### config.mk
export PLATFORM = sky130hd
export DESIGN_NAME = sram_req_ctrl
export DESIGN_NICKNAME = d
export VERILOG_FILES = /design/src/rtl/sram_ctrl_pkg.sv /design/src/rtl/sram_rsp_fifo.sv /design/src/rtl/sram_req_ctrl.sv
export SDC_FILE = /design/constraint.sdc
export NUM_CORES = 1
export LEC_CHECK = 0
export ABC_AREA = 1
export BUFFER_PORTS_ARGS = -buffer_cell sky130_fd_sc_hd__buf_2
export CORE_UTILIZATION = 35
export DETAILED_ROUTE_END_ITERATION = 8
export PLACE_DENSITY_LB_ADDON = 0.2
export SLEW_MARGIN = 30
export SYNTH_ARGS = -nofsm -noshare
export SYNTH_HDL_FRONTEND = slang
export SYNTH_SLANG_ARGS = --single-unit
### constraint.sdc
create_clock -name clk_i -period 2.45 [get_ports clk_i]
set_input_delay 0.6125 -clock clk_i [delete_from_list [all_inputs] [get_ports clk_i]]
set_output_delay 0.6125 -clock clk_i [all_outputs]
set_load 0.01 [all_outputs]
### src/rtl/sram_ctrl_pkg.sv
// rtl/sram_ctrl_pkg.sv - shared widths and request type for sram_rw users
package sram_ctrl_pkg;

    localparam int SramAddrWidth = 14;
    localparam int SramDataWidth = 8;

    typedef struct packed {
        logic                     we;
        logic [SramAddrWidth-1:0] addr;
        logic [SramDataWidth-1:0] wdata;
    } sram_req_t;

endpackage

### src/rtl/sram_rsp_fifo.sv
// rtl/sram_rsp_fifo.sv - first-word fall-through response FIFO
// Depth must be a power of two so the pointers wrap by plain overflow.
module sram_rsp_fifo #(
    parameter int Width = 8,
    parameter int Depth = 4,
    localparam int PtrW = $clog2(Depth),
    localparam int CntW = $clog2(Depth) + 1
) (
    input  logic             clk,
    input  logic             rst_n,
    input  logic             push,
    input  logic [Width-1:0] push_data,
    input  logic             pop,
    output logic [Width-1:0] head,
    output logic [CntW-1:0]  count,
    output logic             full,
    output logic             empty
);

    logic [Width-1:0] mem [Depth];
    logic [PtrW-1:0]  wptr;
    logic [PtrW-1:0]  rptr;

    always_ff @(posedge clk) begin
        if (push) begin
            mem[wptr] <= push_data;
        end
    end

    always_ff @(posedge clk or negedge rst_n) begin
        if (!rst_n) begin
            wptr  <= '0;
            rptr  <= '0;
            count <= '0;
        end else begin
            if (push) begin
                wptr <= wptr + PtrW'(1);
            end
            if (pop) begin
                rptr <= rptr + PtrW'(1);
            end
            case ({push, pop})
                2'b10:   count <= count + CntW'(1);
                2'b01:   count <= count - CntW'(1);
                default: count <= count;
            endcase
        end
    end

    assign head  = mem[rptr];
    assign full  = (count == CntW'(Depth));
    assign empty = (count == '0);

endmodule

### src/rtl/sram_req_ctrl.sv
// rtl/sram_req_ctrl.sv - request front end for the sram_rw port
// Every non-write cycle is a read; a 2-deep tag pipe marks which returns are real.
module sram_req_ctrl
    import sram_ctrl_pkg::*;
#(
    parameter int                   AddrWidth = SramAddrWidth,
    parameter int                   DataWidth = SramDataWidth,
    parameter int                   RspDepth  = 4,
    parameter logic [AddrWidth-1:0] IdleAddr  = '0
) (
    input  logic                 clk_i,
    input  logic                 rst_ni,
    input  logic                 req_valid_i,
    output logic                 req_ready_o,
    input  logic                 req_we_i,
    input  logic [AddrWidth-1:0] req_addr_i,
    input  logic [DataWidth-1:0] req_wdata_i,
    output logic                 rsp_valid_o,
    input  logic                 rsp_ready_i,
    output logic [DataWidth-1:0] rsp_rdata_o,
    output logic                 mem_read_o,
    output logic [AddrWidth-1:0] mem_addr_o,
    output logic [DataWidth-1:0] mem_wdata_o,
    input  logic                 mem_rvalid_i,
    input  logic [DataWidth-1:0] mem_rdata_i,
    output logic                 err_o
);

    localparam int CntW = $clog2(RspDepth) + 1;

    logic            accept;
    logic            tag0;
    logic            tag1;
    logic            push;
    logic            pop;
    logic            fifo_full;
    logic            fifo_empty;
    logic [CntW-1:0] fifo_count;
    logic [CntW:0]   committed;

    // One extra bit: a full FIFO plus two reads in flight must not wrap.
    assign committed   = {1'b0, fifo_count} + (CntW + 1)'(tag0) + (CntW + 1)'(tag1);
    assign req_ready_o = req_we_i || (committed < (CntW + 1)'(RspDepth));
    assign accept      = req_valid_i && req_ready_o;

    assign mem_read_o  = !(accept && req_we_i);
    assign mem_addr_o  = accept ? req_addr_i : IdleAddr;
    assign mem_wdata_o = req_wdata_i;

    assign push        = tag1;
    assign rsp_valid_o = !fifo_empty;
    assign pop         = rsp_valid_o && rsp_ready_i;

    always_ff @(posedge clk_i or negedge rst_ni) begin
        if (!rst_ni) begin
            tag0  <= 1'b0;
            tag1  <= 1'b0;
            err_o <= 1'b0;
        end else begin
            tag0 <= accept && !req_we_i;
            tag1 <= tag0;
            // A missing read_valid on a real return, or an overflow the credit rule should prevent.
            if ((tag1 && !mem_rvalid_i) || (push && fifo_full && !pop)) begin
                err_o <= 1'b1;
            end
        end
    end

    sram_rsp_fifo #(
        .Width (DataWidth),
        .Depth (RspDepth)
    ) u_rsp_fifo (
        .clk       (clk_i),
        .rst_n     (rst_ni),
        .push      (push),
        .push_data (mem_rdata_i),
        .pop       (pop),
        .head      (rsp_rdata_o),
        .count     (fifo_count),
        .full      (fifo_full),
        .empty     (fifo_empty)
    );

endmodule

### Word-level counts from Yosys, hierarchy flattened

Memories as Yosys holds them, arrays and structs flattened.
Index checks and enable logic that the tools add are counted.

* add/subtract/negate cells: 6
* multipliers: 0
* divide/modulo/power cells: 0
* $lt $le $gt $ge: 1
* equality and inequality tests: 3
* shift-type cells: 0
* multiplexer cells: 4
* bitwise gates (word level): 0
* reduce and logical (&&, ||, !) cells: 16

Operators by type and width (count)
* 2-to-1 mux 14 bit: 1
* logical AND 1 bit: 7
* case mux 3 bit (2 select lines): 1
* zero test 1 bit: 5
* adder 2 x 1 -> 2 bit, second input constant: 2
* adder 3 x 1 -> 4 bit: 1
* adder 4 x 1 -> 4 bit: 1
* less-than comparator 4 x 3 -> 1 bit, second input constant: 1
* adder 3 x 1 -> 3 bit, second input constant: 1
* equality test 3 bit, second input constant: 1
* zero test 3 bit: 1
* subtractor 3 x 1 -> 3 bit, second input constant: 1
* equality test 2 x 1 -> 1 bit, second input constant: 1
* equality test 2 bit, second input constant: 1
* logical OR 1 bit: 2
* 2-to-1 mux 1 bit: 2
* nonzero test 2 bit: 1

* flip-flop bits (word level): 10
* latch bits: 0
* memory bits (writable): 32
* bits in read-only memories: 0
* input port bits: 36
* output and inout port bits: 34
* logic and storage cells: 37
* memories: 1

Memory list
* u_rsp_fifo.mem: depth 4, bits a word 8, rd ports 1, clocked after Yosys merged registers in 0, wr ports 1, RTL line sram_rsp_fifo.sv:20 `logic [Width-1:0] mem [Depth];`

### Depth between registers and ports, before layout

* word-level depth: 7
* depth in mapped cells: 10
* gate-level depth less buffers: 10

### By module

Synthesis repeated with hierarchy kept, for this count alone.

* cells, all modules: 201
* area total of the unflattened synthesis: 2152.1 um2

Modules (own cells, without submodules)
* sram_rsp_fifo: instances 1, cells an instance 142, area an instance 1709.1 um2, sequential area each 1136.1 um2
* sram_req_ctrl: instances 1, cells an instance 59, area an instance 442.9 um2, sequential area each 75.1 um2

### Least setup slack after synthesis

OpenSTA, ideal clock, no wires.

* path type: flip-flop to output port
* from: register u_rsp_fifo.count[0]
* to: output port mem_addr_o[10]
* arrival: 1.314 ns
* data required time: 1.837 ns
* slack: 0.524 ns
* cell stages (with the launch flop): 10
* buffers on the path: 1
* cell sequence: dfrtp_1 -> ha_1 -> nand2_1 -> nand2_1 -> nand2_1 -> nand2_1 -> nand2_2 -> nand2_4 -> buf_6 -> nor2_2

* cells in the longest elaborated chain, start to end: 6

RTL lines
* start: declaration: RTL line sram_rsp_fifo.sv:15 `output logic [CntW-1:0] count,`
* start signal: assignment: RTL line sram_rsp_fifo.sv:43 `2'b10: count <= count + CntW'(1);`
* start signal: assignment: RTL line sram_rsp_fifo.sv:44 `2'b01: count <= count - CntW'(1);`
* start signal: assignment: RTL line sram_rsp_fifo.sv:45 `default: count <= count;`
* adder 3 x 1 -> 4 bit: RTL line sram_req_ctrl.sv:42 `assign committed = {1'b0, fifo_count} + (CntW + 1)'(tag0) + (CntW + 1)'(tag1);`
* adder 4 x 1 -> 4 bit: RTL line sram_req_ctrl.sv:42
* less-than comparator 4 x 3 -> 1 bit: RTL line sram_req_ctrl.sv:43 `assign req_ready_o = req_we_i || (committed < (CntW + 1)'(RspDepth));`
* logical OR 1 bit: RTL line sram_req_ctrl.sv:43
* via req_ready_o: RTL line sram_req_ctrl.sv:14 `output logic req_ready_o,`
* logical AND 1 bit: RTL line sram_req_ctrl.sv:44 `assign accept = req_valid_i && req_ready_o;`
* 2-to-1 mux 14 bit: RTL line sram_req_ctrl.sv:47 `assign mem_addr_o = accept ? req_addr_i : IdleAddr;`
* end: declaration: RTL line sram_req_ctrl.sv:22 `output logic [AddrWidth-1:0] mem_addr_o,`

The timed path passes the listed nets, and every way through them passes these cells.

### Worst setup path in the final report

* from: register tag1 (netlist: push)
* to: output port mem_addr_o[0]

* cells in the longest elaborated chain, start to end: 5

RTL lines
* start: declaration: RTL line sram_req_ctrl.sv:33 `logic tag1;`
* start signal: assignment: RTL line sram_req_ctrl.sv:61 `tag1 <= tag0;`
* adder 4 x 1 -> 4 bit: RTL line sram_req_ctrl.sv:42
* less-than comparator 4 x 3 -> 1 bit: RTL line sram_req_ctrl.sv:43
* logical OR 1 bit: RTL line sram_req_ctrl.sv:43
* logical AND 1 bit: RTL line sram_req_ctrl.sv:44
* 2-to-1 mux 14 bit: RTL line sram_req_ctrl.sv:47

No other way between the ends.

==> impl_metrics.tcl <==
set metrics [dict create \
    p_clk_share_pct 22.9 \
    synth_compound_area_share_pct 8.397 \
    synthAdderAreaFrac_pct 4.835 \
    synth_top_family_by_area "simple AND/OR/NAND/NOR gates" \
    drive_gt1_share_pct 34.35 \
    finalMaxSlewViolations 0 \
    critPathCaptureType "output pin" \
    setup_viol 0 \
    grt_pass1_vias 1269 \
    dp_hpwl_mm 2.600 \
    worst_path_largest_cell_delay_ns 0.43 \
    gr-usage-all-layers_pct 13.69 \
    syn2layout_area_growth_pct 20.04 \
    fp.dieArea_sq_um 5924 \
    routedWlPerCell_um 12.37 \
    clockBufferDepth 2 \
    status "completed" \
    p_comb_share_pct 35.6 \
    ff2ff_setup_slack_ns 0.50 \
    antenna_found_initial 0 \
    met1_usage_pct 17.33 \
    worstHoldPathType "in2async" \
    reg2reg_to "u_rsp_fifo.count[2]" \
    skew_ns 0.01042 \
    p_leak_nw 1.077 \
    grt_max_degree 19 \
    syn_nets 222 \
    path_clk_slew_ns 0.08 \
    p_seq_share_pct 41.5 \
    critPathLaunch "push" \
    cp_common_cell "nand2_1" \
    critPathMaxFanout 14 \
    antenna_cells 0 \
    synth_cell_types 25 \
    totalPowerFinal_mw 2.325 \
    drt_iter0_markers 62 \
    seq_area_frac_synth_pct 61.58 \
    required_ns 1.84 \
    synthMuxAreaShare_pct 0 \
    met2_usage_pct 21.07 \
    initial_core_util_pct 37.32 \
    synth_xor_xnor_area_share_pct 1.781 \
    cts_buffers 5 \
    final_nets 272 \
    finalCriticalPeriod_ns 2.304 \
    ys_seq_elements 42 \
    htreeDepth 2 \
    ios 70 \
    clock_latency_ns 0.29 \
    synth.cell_area_sq_um 1967 \
    critPathSlowestCell "dfrtp_2" \
    rows 26 \
    numPortBuffers 53 \
    worst_pin_slew_ns 0.3878 \
    vias_per_cell 4.397 \
    die_x_um 76.97 \
    avgSynthCellArea_sq_um 10.99 \
    path_cells "ha_1 > nand2_1 > nand2_1 > nand2_1 > nand2_1 > nand2_2 > nand2_8 > nor2_1 > buf_2" \
    place_congestion 0.7229 \
    die_height_um 76.97 \
    routed_wl_mm 3.712 \
    ant_nets 0 \
    cp-endpoint "mem_addr_o[0]" \
    p_switching_uw 821.9 \
    cp-start-kind "register" \
    reg2reg_from "u_rsp_fifo.count[1]" \
    drc 0 \
    finalCritPeriodShare_pct 94.05 \
    switching_share_pct 35.35 \
    gr-total-overflow 0 \
    ff2ff_path_depth 10 \
    crit_type "reg2out" \
    worstPathArrival_ns 1.69 \
    root_buffer "clkbuf_8" \
    slew_headroom_pct 74.12 \
    internal_power_mw 1.503 \
    rsz0062_at_grt "false" \
    grt_first_pass_wirelength_mm 6.127 \
    first_pass_iters 4 \
    core_sq_um 5270 \
    setup_tns_ns 0 \
    max_freq_mhz 434.0 \
    grtUsageMet3_pct 4.048 \
    max_cap_violations 0 \
    yosys.area_share.simple_pct 12.28 \
    yosys.area.top_type "edfxtp_1" \
    ir_drop_v 0.0003665 \
    cts_tree "built" \
    synth_top_area_share_pct 48.85 \
    vias 1319 \
    p_per_area_nw_per_um2 984.7 \
    netlist_instances 179 \
    ys_warn_count 0 \
    clkSinkCount 42 \
    gr-max-usage-layer "met2" \
    hold_viol 0 \
    synthTopCellsByArea "edfxtp_1, dfrtp_1, inv_1" \
]
power groups by stage:
| stage | Sequential (mW) | Clock, mW | Combinational [mW] |
|---|---|---|---|
| 6_report | 0.964 | 0.532 | 0.828 |
| 5_1_grt | 0.980 | 0.578 | 0.955 |
| 4_1_cts | 0.966 | 0.546 | 0.831 |
| 3_5_place_dp | 0.981 | 0 | 0.827 |
| 3_3_place_gp | 0.977 | 0 | 0.820 |
| 2_1_floorplan | 0.945 | 0 | 0.608 |
cell type report:
class | instances | area [sq um]
clock buffers | 6 | 72.57
clock inverters | 2 | 37.54
fillers | 501 | 2909
inverters | 31 | 116.4
multi-input cells | 93 | 545.5
flip-flops and latches | 42 | 1214
well taps | 70 | 87.58
repair buffers | 56 | 287.8
kinds of logic (layout without fill, tap and decap cells):
family | Yosys count | count (layout)
AO/OA/AOI/OAI | 30 | 30
XOR/XNOR | 4 | 4
adder cells (fa/ha/maj) | 7 | 7
buffers and inverters | 44 | 95
flip-flops | 42 | 42
AND/OR/NAND/NOR | 52 | 52
critical path: cells and delay by family, from the launching register on:
kind / cells / cell delay, ns
buffers and inverters: 1 / 0.13
and+or+nand+nor: 7 / 0.55
adders and majority gates: 1 / 0.29
DFF: 1 / 0.43
registers in the layout (all words and copies together), names as in the netlist:
name,cells
u_rsp_fifo.mem,32
u_rsp_fifo.wptr,2
err_o,1
tag0,1
u_rsp_fifo.rptr,2
u_rsp_fifo.count,3
push,1
synthesized netlist by cell type (all sizes together):
cell type	n
edfxtp	32
nor2	32
inv	31
o21ai	19
nand2	17
buf	13
dfrtp	10
o22ai	8
ha	6
xor2	3
a21boi	1
a21oi	1
fa	1
nand3	1
nand4	1
o21bai	1
or2	1
xnor2	1
per-layer routing:
| layer | share of wire (%) | wire length [um] | vias up |
|---|---|---|---|
| met5 | 0 | 0 | - |
| li1 | - | - | 672 |
| met3 | 4.5 | 167 | 16 |
| met2 | 46 | 1697 | 35 |
| met4 | 2.9 | 108 | 0 |
| met1 | 47 | 1739 | 596 |
layout by cell type (no fill, tap or decap), types with 2 or more instances in the layout:
cell type,netlist,final
o21ai_0,19,19
nand2_1,15,15
inv_1,30,30
o22ai_1,8,8
ha_1,6,6
edfxtp_1,32,32
nor2_1,22,22
dfrtp_1,10,8
xor2_1,3,3
dfrtp_2,0,2
nor2_2,9,9
buf_2,1,53
buf_4,10,3
clkbuf_8,0,5
worst min path at each step:
stage	to	slack (ns)	depth (start not counted)
global placement	push	0.36	0
CTS	u_rsp_fifo.count[1]	0.17	1
detailed placement	push	0.37	0
finish	u_rsp_fifo.count[1]	0.17	1
floorplan	err_o	0.32	0
global route	u_rsp_fifo.rptr[0]	0.17	1
per-stage QoR:
stage                     hold WS [ns]  setup slack (ns)  area [sq um]  cells  utilization (%)
after floorplan                 0.3169            0.5235          1967    179                -
after global placement          0.3609            0.3879          2225    290            42.21
after detailed placement        0.3654            0.3566          2225    290            42.21
after CTS                       0.1705           0.03005          2335    298            44.30
after global routing            0.1707         0.0007536          2361    300            44.80
final                           0.1687            0.1457          2361    300            44.80
repair_timing:
action / CTS / global route
setup buffers: 0 / 2
endpoints found under the setup margin: 0 / 14
hold buffers: 0 / 0
gates resized for setup: 0 / 3
(Power assumes the default switching activity.)
